===== config.mk =====
export PLATFORM = sky130hd
export DESIGN_NAME = phys_reg_free_list_ckpt
export DESIGN_NICKNAME = d
export VERILOG_FILES = /design/src/rtl/phys_reg_free_list_ckpt.sv
export SDC_FILE = /design/constraint.sdc
export NUM_CORES = 1
export LEC_CHECK = 0
export BUFFER_PORTS_ARGS = -buffer_cell sky130_fd_sc_hd__buf_2
export CORE_MARGIN = 3
export CORE_UTILIZATION = 40
export CTS_CLUSTER_DIAMETER = 120
export DETAILED_ROUTE_END_ITERATION = 10
export GPL_ROUTABILITY_DRIVEN = 1
export PLACE_DENSITY = 0.65
export SYNTH_ARGS = -nofsm -noshare
export SYNTH_HDL_FRONTEND = slang
export SYNTH_SLANG_ARGS = --single-unit

===== constraint.sdc =====
create_clock -name CLK -period 3.84 [get_ports CLK]
set_clock_uncertainty 0.1 [all_clocks]
set_input_delay 0.384 -clock CLK [delete_from_list [all_inputs] [get_ports CLK]]
set_output_delay 0.384 -clock CLK [all_outputs]
set_load 0.1 [all_outputs]

===== src/rtl/phys_reg_free_list_ckpt.sv =====
// phys_reg_free_list_ckpt: circular free list of physical register tags with per-column head checkpoints.
// Optional same-cycle empty bypass from the lowest valid enqueue port under FREE_LIST_BYPASS_EN.
module phys_reg_free_list_ckpt #(
    parameter  int NUM_PHYS_REGS      = 64,
    parameter  int NUM_ARCH_REGS      = 32,
    parameter  int ENQ_PORTS          = 2,
    parameter  int CHECKPOINT_COLUMNS = 4,
    localparam int PHYS_REG_WIDTH     = $clog2(NUM_PHYS_REGS),
    localparam int DEPTH              = NUM_PHYS_REGS - NUM_ARCH_REGS,
    localparam int AW                 = $clog2(DEPTH),
    localparam int LOG_COLS           = (CHECKPOINT_COLUMNS > 1) ? $clog2(CHECKPOINT_COLUMNS) : 1
) (
    input  logic                                CLK,
    input  logic                                nRST,
    output logic                                dequeue_valid,
    input  logic                                dequeue_ready,
    output logic [PHYS_REG_WIDTH-1:0]           dequeue_phys_reg_tag,
    input  logic [ENQ_PORTS-1:0]                enqueue_valid,
    input  logic [ENQ_PORTS*PHYS_REG_WIDTH-1:0] enqueue_phys_reg_tag,
    input  logic                                save_valid,
    input  logic [LOG_COLS-1:0]                 save_column,
    input  logic                                restore_valid,
    input  logic [LOG_COLS-1:0]                 restore_column,
    output logic [AW:0]                         free_count,
    output logic                                empty,
    output logic                                full
);
    logic [PHYS_REG_WIDTH-1:0] r_mem [DEPTH];
    logic [AW:0]               r_saved [CHECKPOINT_COLUMNS];
    logic [AW:0]               r_head, r_tail;
    logic [AW:0]               w_count, w_pop, w_head_next, w_tail_next;
    logic [AW:0]               w_off [ENQ_PORTS];
    logic [AW:0]               w_widx [ENQ_PORTS];
    logic [ENQ_PORTS-1:0]      w_first;
    logic [PHYS_REG_WIDTH-1:0] w_byp_tag;
    logic                      w_byp, w_deq, w_adv, w_byp_take, w_drop;

    // Compaction: each valid port's slot offset is the number of valid ports below it.
    always_comb begin
        w_pop     = '0;
        w_first   = '0;
        w_byp_tag = '0;
        for (int p = 0; p < ENQ_PORTS; p++) begin
            w_off[p]   = w_pop;
            w_first[p] = enqueue_valid[p] && (w_pop == '0);
            w_byp_tag  = w_byp_tag | (w_first[p] ? enqueue_phys_reg_tag[p*PHYS_REG_WIDTH +: PHYS_REG_WIDTH] : '0);
            w_pop      = w_pop + (AW+1)'(enqueue_valid[p]);
        end
    end

    assign w_count    = r_tail - r_head;
    assign free_count = w_count;
    assign empty      = w_count == '0;
    assign full       = w_count == (AW+1)'(DEPTH);

`ifdef FREE_LIST_BYPASS_EN
    assign w_byp = empty && |enqueue_valid;
`else
    assign w_byp = 1'b0;
`endif

    assign dequeue_valid        = !empty || w_byp;
    assign dequeue_phys_reg_tag = empty ? w_byp_tag : r_mem[r_head[AW-1:0]];
    assign w_deq                = dequeue_valid && dequeue_ready && !restore_valid;
    assign w_adv                = w_deq && !empty;
    // A handshake while empty can only be the bypassed tag, which never lands in the array.
    assign w_byp_take           = w_deq && empty;
    assign w_drop               = ({1'b0, w_count} + {1'b0, w_pop}) > (AW+2)'(DEPTH);
    assign w_head_next          = restore_valid ? r_saved[restore_column] : r_head + (AW+1)'(w_adv);
    assign w_tail_next          = w_drop ? r_tail : r_tail + w_pop - (AW+1)'(w_byp_take);

    for (genvar p = 0; p < ENQ_PORTS; p++) begin : g_widx
        assign w_widx[p] = r_tail + w_off[p] - (AW+1)'(w_byp_take);
    end

    always_ff @(posedge CLK or negedge nRST) begin
        if (!nRST) begin
            r_head <= '0;
            r_tail <= (AW+1)'(DEPTH);
            for (int i = 0; i < DEPTH; i++) r_mem[i] <= PHYS_REG_WIDTH'(NUM_ARCH_REGS + i);
            for (int c = 0; c < CHECKPOINT_COLUMNS; c++) r_saved[c] <= '0;
        end else begin
            r_head <= w_head_next;
            r_tail <= w_tail_next;
            if (save_valid && !restore_valid) r_saved[save_column] <= w_head_next;
            for (int p = 0; p < ENQ_PORTS; p++)
                if (enqueue_valid[p] && !w_drop && !(w_byp_take && w_first[p]))
                    r_mem[w_widx[p][AW-1:0]] <= enqueue_phys_reg_tag[p*PHYS_REG_WIDTH +: PHYS_REG_WIDTH];
        end
    end
endmodule

==> metrics, run 1 <==
status=completed; Seq cells post-synth=228; CP Class=register to register; dpl cells=1806; Hold Path Origin=enqueue_phys_reg_tag[3]; Tot GR Track Use=25.75%; placer congestion estimate=0.9369; num rows=67; Post-DRT Antenna Nets=0; Synth cell types=68; Yosys warnings=0; hold crit path type=input port to register; Overall Power=0.01823 W; CTS buffer count=27; switching share of power=46.13%; Slew @ Worst Pin=972.7 ps; CP top delay family=adder cells; Root Buffer=clkbuf_16; final period demand of the worst path=3817 ps; Hold WS=206.9 ps; first-pass GRT wire length=72.72 mm; Max-Cap Viols=0; r2r endpoint=r_mem[131]$_DFF_PN1_; vias in the first global route=12010; Synth Area per Inst=10.38 sq um; Nets=1466; async set or reset register ratio after synthesis=100.0%; fin. max-slew vios=0; reg2reg setup slack=20 ps; largest net degree at the start of global routing=117; Slew Limit Headroom=35.15%; register area share after synthesis=42.26%; final core occ=50.41%; full die area=36850 sq um; Fmax=262.0 MHz; PwrDens=1070 nW/um^2; CTS H-tree depth=1; synth top area cells=dfstp_2 21%, dfrtp_1 21%, mux4_2 11%; Avg Vias per Cell=6.454; Hold EP=r_mem[39]$_DFF_PN1_; Sequential Power Share=24.4%; Sequential Area=5852 sq um; gr ovfl total=0; Mapped Area=13830 sq um; IR Drop Worst-Case VDD=1507 uV; CTS tree=yes; Hold Path Depth=4; starting density of the core=40.95%; R2R depth=12; worst path required time=4210 ps; Setup Viol. Count Final=0; post-synthesis cell count=1333; PortBufs=37; Clock Pin Slew Worst Setup and Hold Paths=60 ps; clock share of power=14.4%; critical path peak fanout=9; Die Ht=192.0 um; post-route cell area=17030 sq um; Sw Pwr=0.008407 W; Buf/Inv on CP=2; slowest stage cell on the critical path=fa_2; share of the synthesized area in the top cell type=21.46%; period utilization=99.40%; Top-Level Pins=38; Avg WL per Cell=25.66 um; unrepaired setup endpoints after global routing=yes; worst-case clock buffer depth=3; most frequent cells in the layout=143 x nor2_1, 126 x a21oi_1, 113 x dfrtp_1, 113 x dfstp_2, 96 x buf_4; DR vias=12170; CP Cell Sequence=ha_4, fa_2, fa_1, nor3b_4, nand3_2, nor3_4, a2111o_2, buf_12, buf_6, and4_4, a22o_1, mux2_2; Area Overhead vs Synth=23.09%; startpoint type of the worst setup path=register; worst reg2reg startpoint=r_head[0]$_DFF_PN0_; area of placed instances=15530 sq um; Layout Cells excl Fill=1885; post-synth top area cell=dfstp_2; leakage=6.871 nW; Worst-Skew Late Latency=550 ps; number of DRC markers in iteration 0=1500; initial antenna violation count=0; die extent in x=192.0 um; Top FF cell, synth=dfrtp_1; Final Hold Vio Count=0; power share of the combinational group=61.3%; CP arrival=4190 ps; Post-synth EDFFs=0; first-pass iteration count of the detailed router=8; crit-path max cell delay=600 ps; Cell Int Power=0.009820 W; # diodes=0; commonest non-fill, non-tap cell in the layout=nor2_1; Core Area=33780 sq um; WL final=48.38 mm; area of the multi-input gates=7805 sq um; DPL Wire Length=30.95 mm; clk sinks=228; # DRC=0; Filler Cells Inserted=3015; ratio of cells with drive above 1 in the final layout=39.67%; Crit. End Element=register
[what timing repair did]
item,CTS,global route
gates resized for setup,33,55
pin swaps,4,15
endpoints found under the setup margin,34,151
gates cloned,2,6
hold buffers,1,0
buffers inserted,9,14
hold endpoints to repair,64,0
[state kept, by name, indices dropped and copies added, names as in the netlist]
name	flops
r_saved	24
r_mem	192
r_tail	6
r_head	6
[layer usage]
metal  vias up  GRT usage, %  share of wire, %  routed length, um
li1       5207             -                 -                  -
met1      6008         34.47                39              18810
met2       765         41.44                46              22120
met3       185         5.202                10               4984
met4         0         9.723               5.1               2465
met5         -             0                 0                  0
[area by class of cell]
cell class	count	share of cell area (%)
Clock inverter	11	0.5364
Inverter	28	0.6833
Multi-Input combinational cell	952	45.83
Timing Repair Buffer	179	10.47
Clock buffer	39	4.820
Tap cell	448	3.292
Sequential cell	228	34.36
[how the worst max path moves through the flow]
stage | from | cells past startpoint | end | slack, ps
floorplan | r_head[1]$_DFF_PN0_ | 20 | r_saved[16]$_DFFE_PN0P_ | -750
global placement | r_head[0]$_DFF_PN0_ | 12 | r_mem[6]$_DFF_PN0_ | 7
detailed placement | r_head[0]$_DFF_PN0_ | 13 | r_mem[131]$_DFF_PN1_ | -30
CTS | r_head[0]$_DFF_PN0_ | 14 | r_mem[81]$_DFF_PN0_ | 20
global route | r_head[0]$_DFF_PN0_ | 12 | r_mem[57]$_DFF_PN0_ | -70
finish | r_head[0]$_DFF_PN0_ | 12 | r_mem[131]$_DFF_PN1_ | 20
[logic make-up (layout without fill, tap and decap cells)]
logic type | after synthesis | in the layout | share of synthesized area (%)
adders and majority gates | 27 | 27 | 2.659
buffers and inverters | 157 | 257 | 5.019
DFF | 228 | 228 | 42.26
xor gates and xnor gates | 18 | 18 | 1.248
other | 2 | 4 | 0.05428
AOI/OAI and AO/OA | 423 | 423 | 20.20
and+or+nand+nor | 355 | 357 | 13.25
muxes | 123 | 123 | 15.31
[Yosys cell counts, drive strengths merged, types with 16 or more instances]
library cell	number
nor2	153
a21oi	144
dfrtp	115
dfstp	113
a22oi	94
clkbuf	74
mux4	66
nand2	59
buf	55
o21ai	53
mux2	49
nand4	42
a22o	40
inv	28
o211ai	25
or4	24
ha	23
o21a	21
a2bb2oi	18
nor3	18
nand3	16
[worst min-delay path, delay by kind of cell]
family / cells / cell delay [ps]
compound gates: 2 / 180
buf+inv: 1 / 180
simple gates: 1 / 100
[stage by stage]
step	setup slack (ps)	setup TNS, ps
floorplan	-753.7	-41400
global placement	6.836	0
detailed placement	-30.67	-247.1
CTS	16.64	0
global route	-67.00	-1175
finish	23.17	0
[power groups by stage]
stage	logic, W	clock network [W]	registers (W)
after floorplan	0.00721	0	0.00415
after global placement	0.00960	0	0.00438
after detailed placement	0.00977	0	0.00440
after CTS	0.0104	0.00266	0.00439
after global routing	0.0117	0.00276	0.00451
final	0.0112	0.00262	0.00444
(Power assumes the default switching activity.)
==> inputs of run 2 (changes only) <==
ABC_AREA = 1   (was default)
==> metrics, run 2 <==
status=completed; switching share of power=51.21%; DR vias=17570; PwrDens=874.8 nW/um^2; Area Overhead vs Synth=14.40%; Sw Pwr=0.008301 W; register area share after synthesis=36.09%; Synth top cells by count=1008 x nand2_1, 328 x o21ai_0, 234 x nand3_1; CTS tree=yes; Core Area=39910 sq um; power share of the combinational group=58.8%; clk sinks=228; Top-Level Pins=38; CP top delay family=simple AND/OR/NAND/NOR gates; Mapped Area=16200 sq um; async set or reset register ratio after synthesis=100.0%; CP Class=register to output port; share of the synthesized area in the top cell type=23.36%; Setup Viol. Count Final=0; vias in the first global route=16340; area of the multi-input gates=9027 sq um; fin. max-slew vios=0; Buf/Inv on CP=4; Top FF cell, synth=dfrtp_1; grt met2 use=42.81%; CTS buffer count=29; Slew @ Worst Pin=892.3 ps; Yosys warnings=0; Cell Int Power=0.007910 W; synth top area cells=nand2_1 23%, dfstp_2 18%, dfrtp_1 18%; Die Ht=207.2 um; placer congestion estimate=0.9359; Fmax=267.0 MHz; # DRC=0; Regs by FF count=r_mem x192, r_saved x24; Tot GR Track Use=27.32%; setup slack after placement=89.11 ps; Slew Limit Headroom=40.51%; num rows=73; Post-DRT Antenna Nets=0; Max-Cap Viols=0; CTS H-tree depth=1; Hold WS=16.47 ps; Avg Vias per Cell=5.569; top-count cell post-synth=nand2_1; unrepaired setup endpoints after global routing=no; DPL Wire Length=39.77 mm; reg2reg setup slack=180 ps; post-synthesis cell count=2578; Final Hold Vio Count=0; Post-synth EDFFs=0; first-pass GRT wire length=93.90 mm; Synth Area per Inst=6.284 sq um; setup ws final=95.00 ps; clock share of power=16.6%; commonest non-fill, non-tap cell in the layout=nand2_1; most frequent cells in the layout=994 x nand2_1, 322 x o21ai_0, 231 x nand3_1; full die area=42950 sq um; first-pass iteration count of the detailed router=6; starting density of the core=40.58%; CP arrival=3260 ps; final period demand of the worst path=3745 ps; gr busiest metal=met2; Top reg by flops=r_mem; WL final=60.92 mm; IR Drop Worst-Case VDD=1001 uV; hold crit path type=input port to register; die extent in x=207.2 um; met1 usage=37.35%; worst path required time=3360 ps; largest net degree at the start of global routing=91; post-synth top area cell=nand2_1; number of DRC markers in iteration 0=1892; CP dominant cell by count=nand2_1; critical path peak fanout=8; Nets=2656; gr ovfl total=0; Root Buffer=clkbuf_16; CP Cell Sequence=ha_1, fa_2, inv_1, nand3_1, nand2_1, nand2_1, nand2_2, nand4_1, nor2_4, buf_8, clkinvlp_4, nand3_2, nand2_4, buf_6; startpoint type of the worst setup path=register; Avg WL per Cell=19.31 um; final core occ=46.43%; met3 Usage GRT=3.884%; initial antenna violation count=1; PortBufs=37; number of flip-flops in the largest register=192; Sequential Area=5852 sq um; ratio of cells with drive above 1 in the final layout=13.62%; Filler Cells Inserted=4022; slowest stage cell on the critical path=dfrtp_4; Crit. End Element=output port; Seq cells post-synth=228; worst-case clock buffer depth=3; # diodes=0; crit-path max cell delay=480 ps; period utilization=97.53%; Sequential Power Share=24.6%; leakage=8.971 nW; Clock Pin Slew Worst Setup and Hold Paths=60 ps; Worst-Skew Late Latency=580 ps; Synth cell types=38
## run 2: cell count changes after synthesis, moves of 20 or more
| cell | delta |
|---|---|
| a21oi_1 | -67 |
| a22o_1 | -40 |
| a22oi_1 | -94 |
| clkbuf_1 | +23 |
| inv_1 | +206 |
| mux2_2 | -49 |
| mux4_2 | -66 |
| nand2_1 | +949 |
| nand3_1 | +218 |
| nor2_1 | +25 |
| o211ai_1 | -21 |
| o21a_1 | -20 |
| o21ai_0 | +276 |
| or4_1 | -20 |
## run 2: routing by layer
layer  up-vias  wire (um)
met3       208       6501
met2       991      26670
li1       8300          -
met5         -          0
met4         0       3315
met1      8066      24430
## run 2: cells by family after synthesis
| logic type | count (synthesis) | synth area share, % |
|---|---|---|
| simple gates | 1479 | 37.42 |
| compound gates | 448 | 14.27 |
| buf+inv | 382 | 9.245 |
| flops | 228 | 36.09 |
| fa+ha+maj | 27 | 2.271 |
| xor+xnor | 12 | 0.6488 |
| other cells | 2 | 0.04636 |
## run 2: layout make-up
cell class | instances | area share, %
clock inverters | 9 | 0.4119
multi-input cells | 1970 | 48.71
clock buffers | 45 | 4.510
inverters | 243 | 4.956
well taps | 525 | 3.545
repair buffers | 134 | 6.286
flip-flops and latches | 228 | 31.58
## run 2: path summary, 6_finish.rpt
| kind | from | end | cells after the start |
|---|---|---|---|
| worst max-delay path | r_head[0]$_DFF_PN0_ | dequeue_phys_reg_tag[5] | 14 |
| worst min-delay path | save_column[1] | r_saved[15]$_DFFE_PN0P_ | 4 |
| worst max register to register | r_head[0]$_DFF_PN0_ | r_mem[5]$_DFF_PN1_ | 17 |
| worst min register to register | r_saved[6]$_DFFE_PN0P_ | r_saved[6]$_DFFE_PN0P_ | 2 |
| max in group asynchronous | nRST | r_mem[107]$_DFF_PN1_ | 3 |
| min in group asynchronous | nRST | r_mem[37]$_DFF_PN0_ | 2 |
## run 2: worst min-delay path: stages
cell and delay [ps]:
buf_2 100, nor3_1 60, nand2_1 60, nand2_1 50
## run 2: repair_timing
item,CTS,global route
pin swaps,2,4
endpoints found under the setup margin,7,174
gates cloned,0,1
hold endpoints to repair,57,0
hold buffers,1,0
buffers inserted,2,11
resized for setup,8,26
## run 2: metrics by stage
stage	setup TNS (ps)	instance area, sq um	total power (W)	cells
6_report	0	18530	0.01621	3154
3_5_place_dp	0	17380	0.01308	3085
4_1_cts	0	18350	0.01583	3142
2_1_floorplan	-2.883	16290	0.01019	2580
5_1_grt	0	18530	0.01732	3154
3_3_place_gp	0	17380	0.01285	3085
## run 2: power groups by stage
stage / clock (W) / combinational (W) / sequential, W
after CTS: 0.00272 / 0.00915 / 0.00397
after floorplan: 0 / 0.00633 / 0.00387
after detailed placement: 0 / 0.00908 / 0.00400
final: 0.00269 / 0.00953 / 0.00399
after global placement: 0 / 0.00888 / 0.00397
after global routing: 0.00282 / 0.0104 / 0.00407
==> inputs of run 3 (changes only) <==
CORE_ASPECT_RATIO = 0.5   (was default)
SETUP_SLACK_MARGIN = 0.2   (was default)
==> metrics, run 3 (synthesized netlist as in run 2, its figures left out) <==
status=completed; dpl cells=3101; number of flip-flops in the largest register=192; CP arrival=3100 ps; first-pass iteration count of the detailed router=7; fin. max-slew vios=0; DR vias=17820; setup_tns=0 ps; hold crit path type=input port to register; ratio of cells with drive above 1 in the final layout=16.93%; Tot GR Track Use=27.96%; vias in the first global route=15850; first-pass GRT wire length=94.48 mm; Post-DRT Antenna Nets=0; die extent in x=290.6 um; DPL Wire Length=40.10 mm; Die Ht=148.3 um; Slew Limit Headroom=39.36%; CTS H-tree depth=1; CTS buffer count=25; Nets=2695; WL final=63.98 mm; PortBufs=37; period utilization=93.38%; switching share of power=51.99%; Setup Viol. Count Final=0; final period demand of the worst path=3586 ps; Max-Cap Viols=0; CP Class=register to output port; largest net degree at the start of global routing=112; Crit. End Element=output port; Area Overhead vs Synth=18.31%; Regs by FF count=r_mem x192, r_saved x24; post-route cell area=19160 sq um; commonest non-fill, non-tap cell in the layout=nand2_1; Sw Pwr=0.008874 W; worst-case clock buffer depth=3; number of DRC markers in iteration 0=2361; Clock Pin Slew Worst Setup and Hold Paths=70 ps; clk sinks=228; Filler Cells Inserted=3979; startpoint type of the worst setup path=register; IR Drop Worst-Case VDD=604.7 uV; initial antenna violation count=1; Avg WL per Cell=20.02 um; starting density of the core=41.08%; Hold Path Depth=4; full die area=43100 sq um; Avg Vias per Cell=5.577; Fmax=278.9 MHz; leakage=9.228 nW; CTS tree=yes; area of placed instances=17570 sq um; Slew @ Worst Pin=908.5 ps; Top reg by flops=r_mem; critical path peak fanout=56; clock share of power=14.5%; most frequent cells in the layout=970 x nand2_1, 318 x o21ai_0, 229 x nand3_1; Worst-Skew Late Latency=550 ps; worst path required time=3360 ps; Core Area=39440 sq um; Cell Int Power=0.008195 W; Root Buffer=clkbuf_16; PwrDens=890.7 nW/um^2; Final Hold Vio Count=0; gr ovfl total=0; # DRC=0; power share of the combinational group=62.1%; num rows=51; Layout Cells excl Fill=3195; Sequential Power Share=23.4%; placer congestion estimate=0.9570; Top-Level Pins=38; R2R depth=19; unrepaired setup endpoints after global routing=yes
## run 3: cell types whose count changed in the layout (fill, tap and decap cells not counted), moves of 5 or more
cell,previous run,this run
nand2_1,994,970
buf_4,83,104
nand2_2,15,35
nor2_1,163,147
nor2_4,11,21
nor2_2,14,23
buf_6,5,13
clkbuf_1,11,4
nand2_4,5,10
## run 3: timing repair
action / in CTS / in global routing
resized for setup: 9 / 91
hold buffers: 1 / 0
endpoints found under the hold margin: 32 / 0
cloned: 1 / 14
setup endpoints to repair: 15 / 189
pin swaps: 5 / 21
buffers inserted: 9 / 22
## run 3: power by group through the flow
stage / registers [W] / clock network [W] / logic (W)
after floorplan: 0.00387 / 0 / 0.00652
after global placement: 0.00399 / 0 / 0.00921
after detailed placement: 0.00400 / 0 / 0.00932
after CTS: 0.00397 / 0.00248 / 0.00942
after global routing: 0.00409 / 0.00259 / 0.0115
final: 0.00400 / 0.00248 / 0.0106
## run 3: final timing paths
path                            slack (ps)                       to                   start
worst max-delay path                   250  dequeue_phys_reg_tag[2]     r_head[0]$_DFF_PN0_
worst min-delay path                    40  r_saved[15]$_DFFE_PN0P_          save_column[1]
worst max register to register         290      r_mem[78]$_DFF_PN0_     r_head[0]$_DFF_PN0_
worst min register to register         390   r_saved[8]$_DFFE_PN0P_  r_saved[8]$_DFFE_PN0P_
max in group asynchronous             2380      r_mem[52]$_DFF_PN1_                    nRST
min in group asynchronous              280     r_mem[148]$_DFF_PN0_                    nRST
## run 3: critical path, cell delays in order, from the launching register on
cell and delay (ps):
dfrtp_4 510, buf_12 140, buf_16 200, inv_2 130, buf_6 260, a21oi_1 90
o21ai_0 90, nand3_1 110, nand3_1 210, nand2_1 110, o31ai_2 340, o21ai_4 130
buf_12 190
## run 3: cell type report
type                       count  area, sq um  area share (%)
inverter                     243        923.4           4.818
antenna                        1        2.502         0.01306
timing repair buffer         173         1635           8.533
clock buffer                  36        737.0           3.845
clock inverter                10        70.07          0.3656
multi-input combinational   1974         9280           48.42
sequential                   228         5853           30.54
tap                          530        663.1           3.460
## run 3: through the flow
stage                     hold slack, ps  utilization (%)  total power (W)  worst slack (ps)
after global placement             294.5            44.57          0.01320             181.4
after global routing               72.47            48.59          0.01817             127.1
after detailed placement           299.5            44.57          0.01332             134.2
after CTS                          31.05            46.98          0.01588             203.8
final                              42.15            48.60          0.01707             254.4
after floorplan                   -11.59                -          0.01039             127.0
## run 3: metal layers
metal  routed length (um)  GRT usage (%)  up-vias
li1                     -              -     8374
met1                26310          39.97     8151
met2                26470          42.21     1095
met3                 8562          5.983      197
met4                 2634          9.034        0
met5                    0              0        -
